<file path="config.mk">
export PLATFORM = sky130hd
export DESIGN_NAME = mem_play_ctrl
export DESIGN_NICKNAME = d
export VERILOG_FILES = /design/src/rtl/mem_play_ctrl.sv
export SDC_FILE = /design/constraint.sdc
export NUM_CORES = 1
export LEC_CHECK = 0
export CAP_MARGIN = 20
export CORE_MARGIN = 1.5
export CORE_UTILIZATION = 50
export CTS_BUF_LIST = sky130_fd_sc_hd__clkbuf_8
export DETAILED_ROUTE_END_ITERATION = 7
export HOLD_SLACK_MARGIN = 0.05
export PLACE_DENSITY = 0.79
export SLEW_MARGIN = 40
export SYNTH_ARGS = -nofsm -noshare
export SYNTH_HDL_FRONTEND = slang
export SYNTH_SLANG_ARGS = --single-unit
</file>
<file path="constraint.sdc">
create_clock -name clk -period 3.9 [get_ports clk]
set_clock_uncertainty 0.2 [all_clocks]
set_input_delay 0.78 -clock clk [delete_from_list [all_inputs] [get_ports clk]]
set_output_delay 0.78 -clock clk [all_outputs]
set_load 0.005 [all_outputs]
</file>
<file path="src/rtl/mem_play_ctrl.sv">
// mem_play_ctrl: APB-configured playback scheduler for the 128x12 SPI test memory.
// Fetches BASE..BASE+LEN-1 (7-bit wrap), presents each word to the SPI engine with a
// valid/next handshake, optionally repeats or loops, and reports busy/done/abort status.
module mem_play_ctrl (
  input  logic        clk,
  input  logic        rst,
  input  logic [31:0] paddr,
  input  logic        psel,
  input  logic        penable,
  input  logic        pwrite,
  input  logic [31:0] pwdata,
  output logic [31:0] prdata,
  output logic        pready,
  output logic        pslverr,
  output logic        mem_rden,
  output logic [6:0]  mem_raddr,
  input  logic [11:0] mem_rdata,
  output logic        spi_en,
  output logic        spi_valid,
  output logic [11:0] spi_data,
  input  logic        spi_next,
  output logic        irq_done
);

  typedef enum logic [2:0] {S_IDLE, S_RD, S_WAIT, S_PRESENT, S_GAP} state_t;

  state_t      r_state;
  logic        r_pready;
  logic [6:0]  r_base;
  logic [7:0]  r_len;
  logic [7:0]  r_repeat;
  logic [15:0] r_gap;
  logic        r_loop;
  logic [7:0]  r_idx;
  logic [7:0]  r_pass;
  logic [15:0] r_gcnt;
  logic        r_done;
  logic        r_aborted;
  logic        r_mem_rden;
  logic [6:0]  r_mem_raddr;
  logic        r_spi_valid;
  logic [11:0] r_spi_data;
  logic        r_irq;

  logic        w_wr;
  logic        w_busy;
  logic        w_ctrl_wr;
  logic        w_abort;
  logic        w_start;
  logic [7:0]  w_idx_inc;
  logic        w_last;
  logic        w_again;
  logic [6:0]  w_cur_addr;
  logic        w_unused;

  assign w_wr       = psel & penable & pwrite & ~r_pready;
  assign w_busy     = (r_state != S_IDLE);
  assign w_ctrl_wr  = w_wr & (paddr[7:0] == 8'h00);
  assign w_abort    = w_ctrl_wr & pwdata[1];
  assign w_start    = w_ctrl_wr & pwdata[0] & ~pwdata[1] & ~w_busy;
  assign w_idx_inc  = r_idx + 8'd1;
  assign w_last     = (w_idx_inc == r_len);
  assign w_again    = r_loop | (r_pass != 8'd0);
  assign w_cur_addr = r_base + r_idx[6:0];
  assign w_unused   = ^{paddr[31:8], pwdata[31:16]};

  assign pready    = r_pready;
  assign pslverr   = 1'b0;
  assign mem_rden  = r_mem_rden;
  assign mem_raddr = r_mem_raddr;
  assign spi_en    = w_busy;
  assign spi_valid = r_spi_valid;
  assign spi_data  = r_spi_data;
  assign irq_done  = r_irq;

  // APB handshake and configuration registers; config is frozen while a session runs
  always_ff @(posedge clk) begin
    if (rst) begin
      r_pready <= 1'b0;
      r_base   <= '0;
      r_len    <= '0;
      r_repeat <= '0;
      r_gap    <= '0;
      r_loop   <= 1'b0;
    end else begin
      r_pready <= psel & penable & ~r_pready;
      if (w_wr && !w_busy) begin
        case (paddr[7:0])
          8'h00: r_loop   <= pwdata[2];
          8'h04: r_base   <= pwdata[6:0];
          8'h08: r_len    <= (pwdata[7:0] > 8'd128) ? 8'd128 : pwdata[7:0];
          8'h0C: r_repeat <= pwdata[7:0];
          8'h10: r_gap    <= pwdata[15:0];
          default: ;
        endcase
      end
    end
  end

  // Playback FSM with registered memory strobe, SPI word and completion pulse
  always_ff @(posedge clk) begin
    if (rst) begin
      r_state     <= S_IDLE;
      r_idx       <= '0;
      r_pass      <= '0;
      r_gcnt      <= '0;
      r_done      <= 1'b0;
      r_aborted   <= 1'b0;
      r_mem_rden  <= 1'b0;
      r_mem_raddr <= '0;
      r_spi_valid <= 1'b0;
      r_spi_data  <= '0;
      r_irq       <= 1'b0;
    end else begin
      r_irq <= 1'b0;
      if (w_abort) begin
        r_state     <= S_IDLE;
        r_spi_valid <= 1'b0;
        r_mem_rden  <= 1'b0;
        r_aborted   <= 1'b1;
      end else begin
        case (r_state)
          S_IDLE: begin
            if (w_start) begin
              if (r_len == 8'd0) begin
                r_done <= 1'b1;
                r_irq  <= 1'b1;
              end else begin
                r_idx       <= '0;
                r_pass      <= r_repeat;
                r_done      <= 1'b0;
                r_aborted   <= 1'b0;
                r_state     <= S_RD;
                r_mem_rden  <= 1'b1;
                r_mem_raddr <= r_base;
              end
            end
          end
          S_RD: begin
            r_mem_rden <= 1'b0;
            r_state    <= S_WAIT;
          end
          S_WAIT: begin
            r_spi_data  <= mem_rdata;
            r_spi_valid <= 1'b1;
            r_state     <= S_PRESENT;
          end
          S_PRESENT: begin
            if (spi_next) begin
              r_spi_valid <= 1'b0;
              if (!w_last || w_again) begin
                // wrapping to a new pass restarts at BASE; otherwise step to the next word
                if (!w_last) begin
                  r_idx <= w_idx_inc;
                end else begin
                  r_idx <= '0;
                  if (r_pass != 8'd0) r_pass <= r_pass - 8'd1;
                end
                if (r_gap != 16'd0) begin
                  r_state <= S_GAP;
                  r_gcnt  <= r_gap - 16'd1;
                end else begin
                  r_state     <= S_RD;
                  r_mem_rden  <= 1'b1;
                  r_mem_raddr <= r_base + (w_last ? 7'd0 : w_idx_inc[6:0]);
                end
              end else begin
                r_idx   <= w_idx_inc;
                r_state <= S_IDLE;
                r_done  <= 1'b1;
                r_irq   <= 1'b1;
              end
            end
          end
          S_GAP: begin
            if (r_gcnt == 16'd0) begin
              r_state     <= S_RD;
              r_mem_rden  <= 1'b1;
              r_mem_raddr <= w_cur_addr;
            end else begin
              r_gcnt <= r_gcnt - 16'd1;
            end
          end
          default: r_state <= S_IDLE;
        endcase
      end
    end
  end

  // APB read mux, combinational from the address
  always_comb begin
    prdata = '0;
    case (paddr[7:0])
      8'h00: prdata = {29'd0, r_loop, 2'b00};
      8'h04: prdata = {25'd0, r_base};
      8'h08: prdata = {24'd0, r_len};
      8'h0C: prdata = {24'd0, r_repeat};
      8'h10: prdata = {16'd0, r_gap};
      8'h14: prdata = {8'd0, r_pass, 1'b0, w_cur_addr, 5'd0, r_aborted, r_done, w_busy};
      default: prdata = '0;
    endcase
  end

endmodule
</file>
==> flow_metrics.py, run 1 <==
metrics = {
    "floorplanning": {
        "io_pins": 139,
        "start_util_pct": 51.7,
        "fp.dieArea_mm2": 0.0132,
        "coreArea_mm2": 0.0121,
        "die_w_um": 115,
        "fp.dieH_um": 115,
        "rows": 40,
    },
    "yosys": {
        "synth_edf_count": 0,
        "yosysSeqAreaShare_pct": 31.9,
        "dominantRegCellSynth": "dfxtp_1",
        "synth.yosys.warnings": 0,
        "avgSynthCellArea_um2": 7.83,
        "synth-seq-cells": 100,
        "synth.cell_area_mm2": 0.00627,
        "ys_types": 75,
        "async_flop_share_pct": 0,
        "netlist_instances": 800,
    },
    "finish": {
        "n_antenna_cell": 0,
        "nets": 1000,
        "seq_area_mm2": 0.00200,
        "multiInputGateArea_mm2": 0.00403,
        "nFillCells": 1031,
        "layout-drive-gt1-share_pct": 15.4,
        "area_growth_pct": 24.8,
    },
    "clock_network": {
        "holdBufCountCts": 0,
        "clock_latency_ps": 380,
        "cts_buffers": 9,
        "cts_tree": "done",
        "htreeDepth": 3,
        "clkTransAtPathRegs_ps": 90,
        "cts_max_path_buffers": 2,
        "cts_sinks": 100,
        "cts_root_buf": "clkbuf_8",
    },
    "placed_design": {
        "dpl.hpwl_mm": 13.3,
        "port_buffers": 89,
        "gp_congestion": 0.919,
    },
    "worst_setup_path": {
        "crit_fanout": 6,
        "arrival_ps": 2940,
        "cp.required_ps": 2920,
        "startpoint_type": "input pin",
        "path_class": "input pin to output pin",
        "end_kind": "output pin",
        "rr_startpoint": "r_idx[0]",
        "critPathLaunch": "paddr[1]",
    },
    "detailed_routing": {
        "drt_iter0_drc": 657,
        "routed_wl_mm": 18.7,
        "detail_route.wl_per_cell_um": 17.4,
        "routed_via_density": 5.97,
        "drt_pass1_iterations": 5,
        "drc": 0,
        "antenna_left": 0,
        "routed-via-count": 6419,
    },
    "flow_run": {
        "maxCapViolations": 0,
    },
    "power_and_ir_drop": {
        "peakVddDrop_v": 0.000242,
        "p_total_mw": 2.58,
        "leakage_nw": 2.89,
        "power.density_mw_per_mm2": 330,
    },
    "sta": {
        "worst-slew-pin-transition_ps": 795,
        "final-setup-viol-count": 3,
        "finalCritPeriodShare_pct": 101,
        "finalMaxSlewViolations": 0,
        "rsz0062_at_grt": "yes",
        "worst_slack_ps": -24.9,
        "tns_ps": -59.5,
        "hold_viol": 0,
        "fin_crit_ps": 3920,
        "fmax_ghz": 0.255,
        "slew_headroom_pct": 46.6,
    },
    "grt": {
        "overflow": 0,
        "use_met1_pct": 39.6,
        "groute.usage.overall_pct": 28.4,
        "grt_start_max_net_pins": 68,
        "antenna_found_initial": 0,
        "met3_usage_pct": 4.85,
        "grt_busiest_layer": "met2",
        "grt_pass1_wl_mm": 29.5,
        "grt_pass1_vias": 5788,
        "met2_usage_pct": 43.7,
    },
    "worst_hold_path": {
        "hp-class": "flop to flop",
        "worst_hold_startpoint": "pready",
    },
    "outcome": {
        "violations": "setup timing",
        "status": "finished, violations left",
    },
}
==> cells in the final DEF (no fill, tap or decap), types with 9 or more instances in the layout <==
| master | n |
|---|---|
| ha_1 | 13 |
| conb_1 | 9 |
| dfxtp_1 | 98 |
| nand3_1 | 15 |
| clkbuf_8 | 12 |
| nor2_1 | 93 |
| clkdlybuf4s50_1 | 62 |
| xnor2_1 | 17 |
| clkbuf_2 | 12 |
| o21ai_0 | 35 |
| a21oi_1 | 73 |
| nor3_1 | 28 |
| inv_1 | 17 |
| and3_1 | 11 |
| nand2_1 | 90 |
| o21ai_1 | 9 |
| a22oi_1 | 16 |
| nor3b_1 | 13 |
| buf_4 | 45 |
| a31oi_1 | 9 |
| mux2i_1 | 46 |
==> cells in the mapped netlist (15+ instances only) <==
| library cell | n | area (um2) |
|---|---|---|
| nor3_1 | 29 | 145 |
| clkbuf_1 | 34 | 128 |
| xnor2_1 | 19 | 166 |
| nand2_1 | 90 | 338 |
| nor3b_1 | 15 | 113 |
| nor2_1 | 96 | 360 |
| dfxtp_1 | 100 | 2000 |
| nand3_1 | 16 | 80.1 |
| a22oi_1 | 16 | 120 |
| inv_1 | 16 | 60.1 |
| o21ai_0 | 42 | 210 |
| a21oi_1 | 75 | 375 |
| mux2i_1 | 46 | 460 |
==> layout make-up <==
type / instances / share of cell area [%]
multi-input cells: 631 / 51.5
flip-flops and latches: 100 / 25.6
repair buffers: 144 / 16.7
well taps: 168 / 2.69
clock buffers: 12 / 2.11
inverters: 16 / 0.768
clock inverters: 4 / 0.608
==> layer usage <==
layer / routed length, um / up-vias
met5: 0 / -
met4: 497 / 0
met3: 1880 / 45
met2: 8230 / 382
met1: 8080 / 2946
li1: - / 3046
==> worst max-delay path, stage by stage <==
cell and delay, ps:
clkdlybuf4s50_1 410, or3_4 340, or3_4 420, or3b_4 470, buf_4 170, nor2_4 90, a221o_1 140, clkbuf_2 120
==> through the flow <==
stage               utilization (%)  setup WS [ps]  area [um2]  hold WS, ps  instances
finish                         64.6          -24.9        7820          247       1075
global route                   64.6          -75.2        7820          268       1075
CTS                            63.6           -166        7710          257       1064
detailed placement             61.5           -505        7450          247       1047
global placement               61.5           -468        7450          229       1047
floorplan                         -            394        6300          234        808
==> cells by family after synthesis <==
| family | share of synthesized area (%) |
|---|---|
| compound gates | 20.2 |
| xor+xnor | 3.71 |
| fa+ha+maj | 3.77 |
| buf+inv | 5.95 |
| flops | 31.9 |
| mux | 8.42 |
| other cells | 0.0598 |
| simple gates | 26.0 |
==> power by group <==
part,switching (mW),internal [mW],total [mW]
Sequential,0.0717,1.10,1.18
Combinational,0.327,0.358,0.684
Clock,0.376,0.348,0.724
==> state kept, by name (all words and copies together) (netlist names) <==
| register | count |
|---|---|
| mem_raddr | 7 |
| r_done | 1 |
| mem_rden | 1 |
| r_len | 8 |
| r_aborted | 1 |
| r_idx | 8 |
| irq_done | 1 |
| r_pass | 8 |
| r_state | 3 |
| spi_data | 12 |
| r_gcnt | 16 |
| r_gap | 16 |
| pready | 1 |
| r_base | 7 |
| r_loop | 1 |
| r_repeat | 8 |
| spi_valid | 1 |
==> path summary, 6_finish.rpt <==
kind                  endpoint  slack (ps)  cells past startpoint
setup / recovery     prdata[2]         -20                      8
hold / removal          pready         250                      1
setup reg to reg  mem_raddr[6]         240                     16
hold reg to reg         pready         250                      1
==> repair_timing <==
action / CTS / global route
pin swaps: 1 / 12
setup buffers: 1 / 11
gates resized for setup: 47 / 55
setup endpoints to repair: 24 / 20
Power figures use the tool's default switching activity.
==> run 2: changes to the inputs <==
--- a/config.mk
+++ b/config.mk
@@ -9,6 +9,7 @@
 export CORE_MARGIN = 1.5
 export CORE_UTILIZATION = 50
 export CTS_BUF_LIST = sky130_fd_sc_hd__clkbuf_8
+export CTS_CLUSTER_DIAMETER = 50
 export DETAILED_ROUTE_END_ITERATION = 7
 export HOLD_SLACK_MARGIN = 0.05
 export PLACE_DENSITY = 0.79
==> results of run 2 <==
Final layout, timing and power as in run 1 (identical DEF).
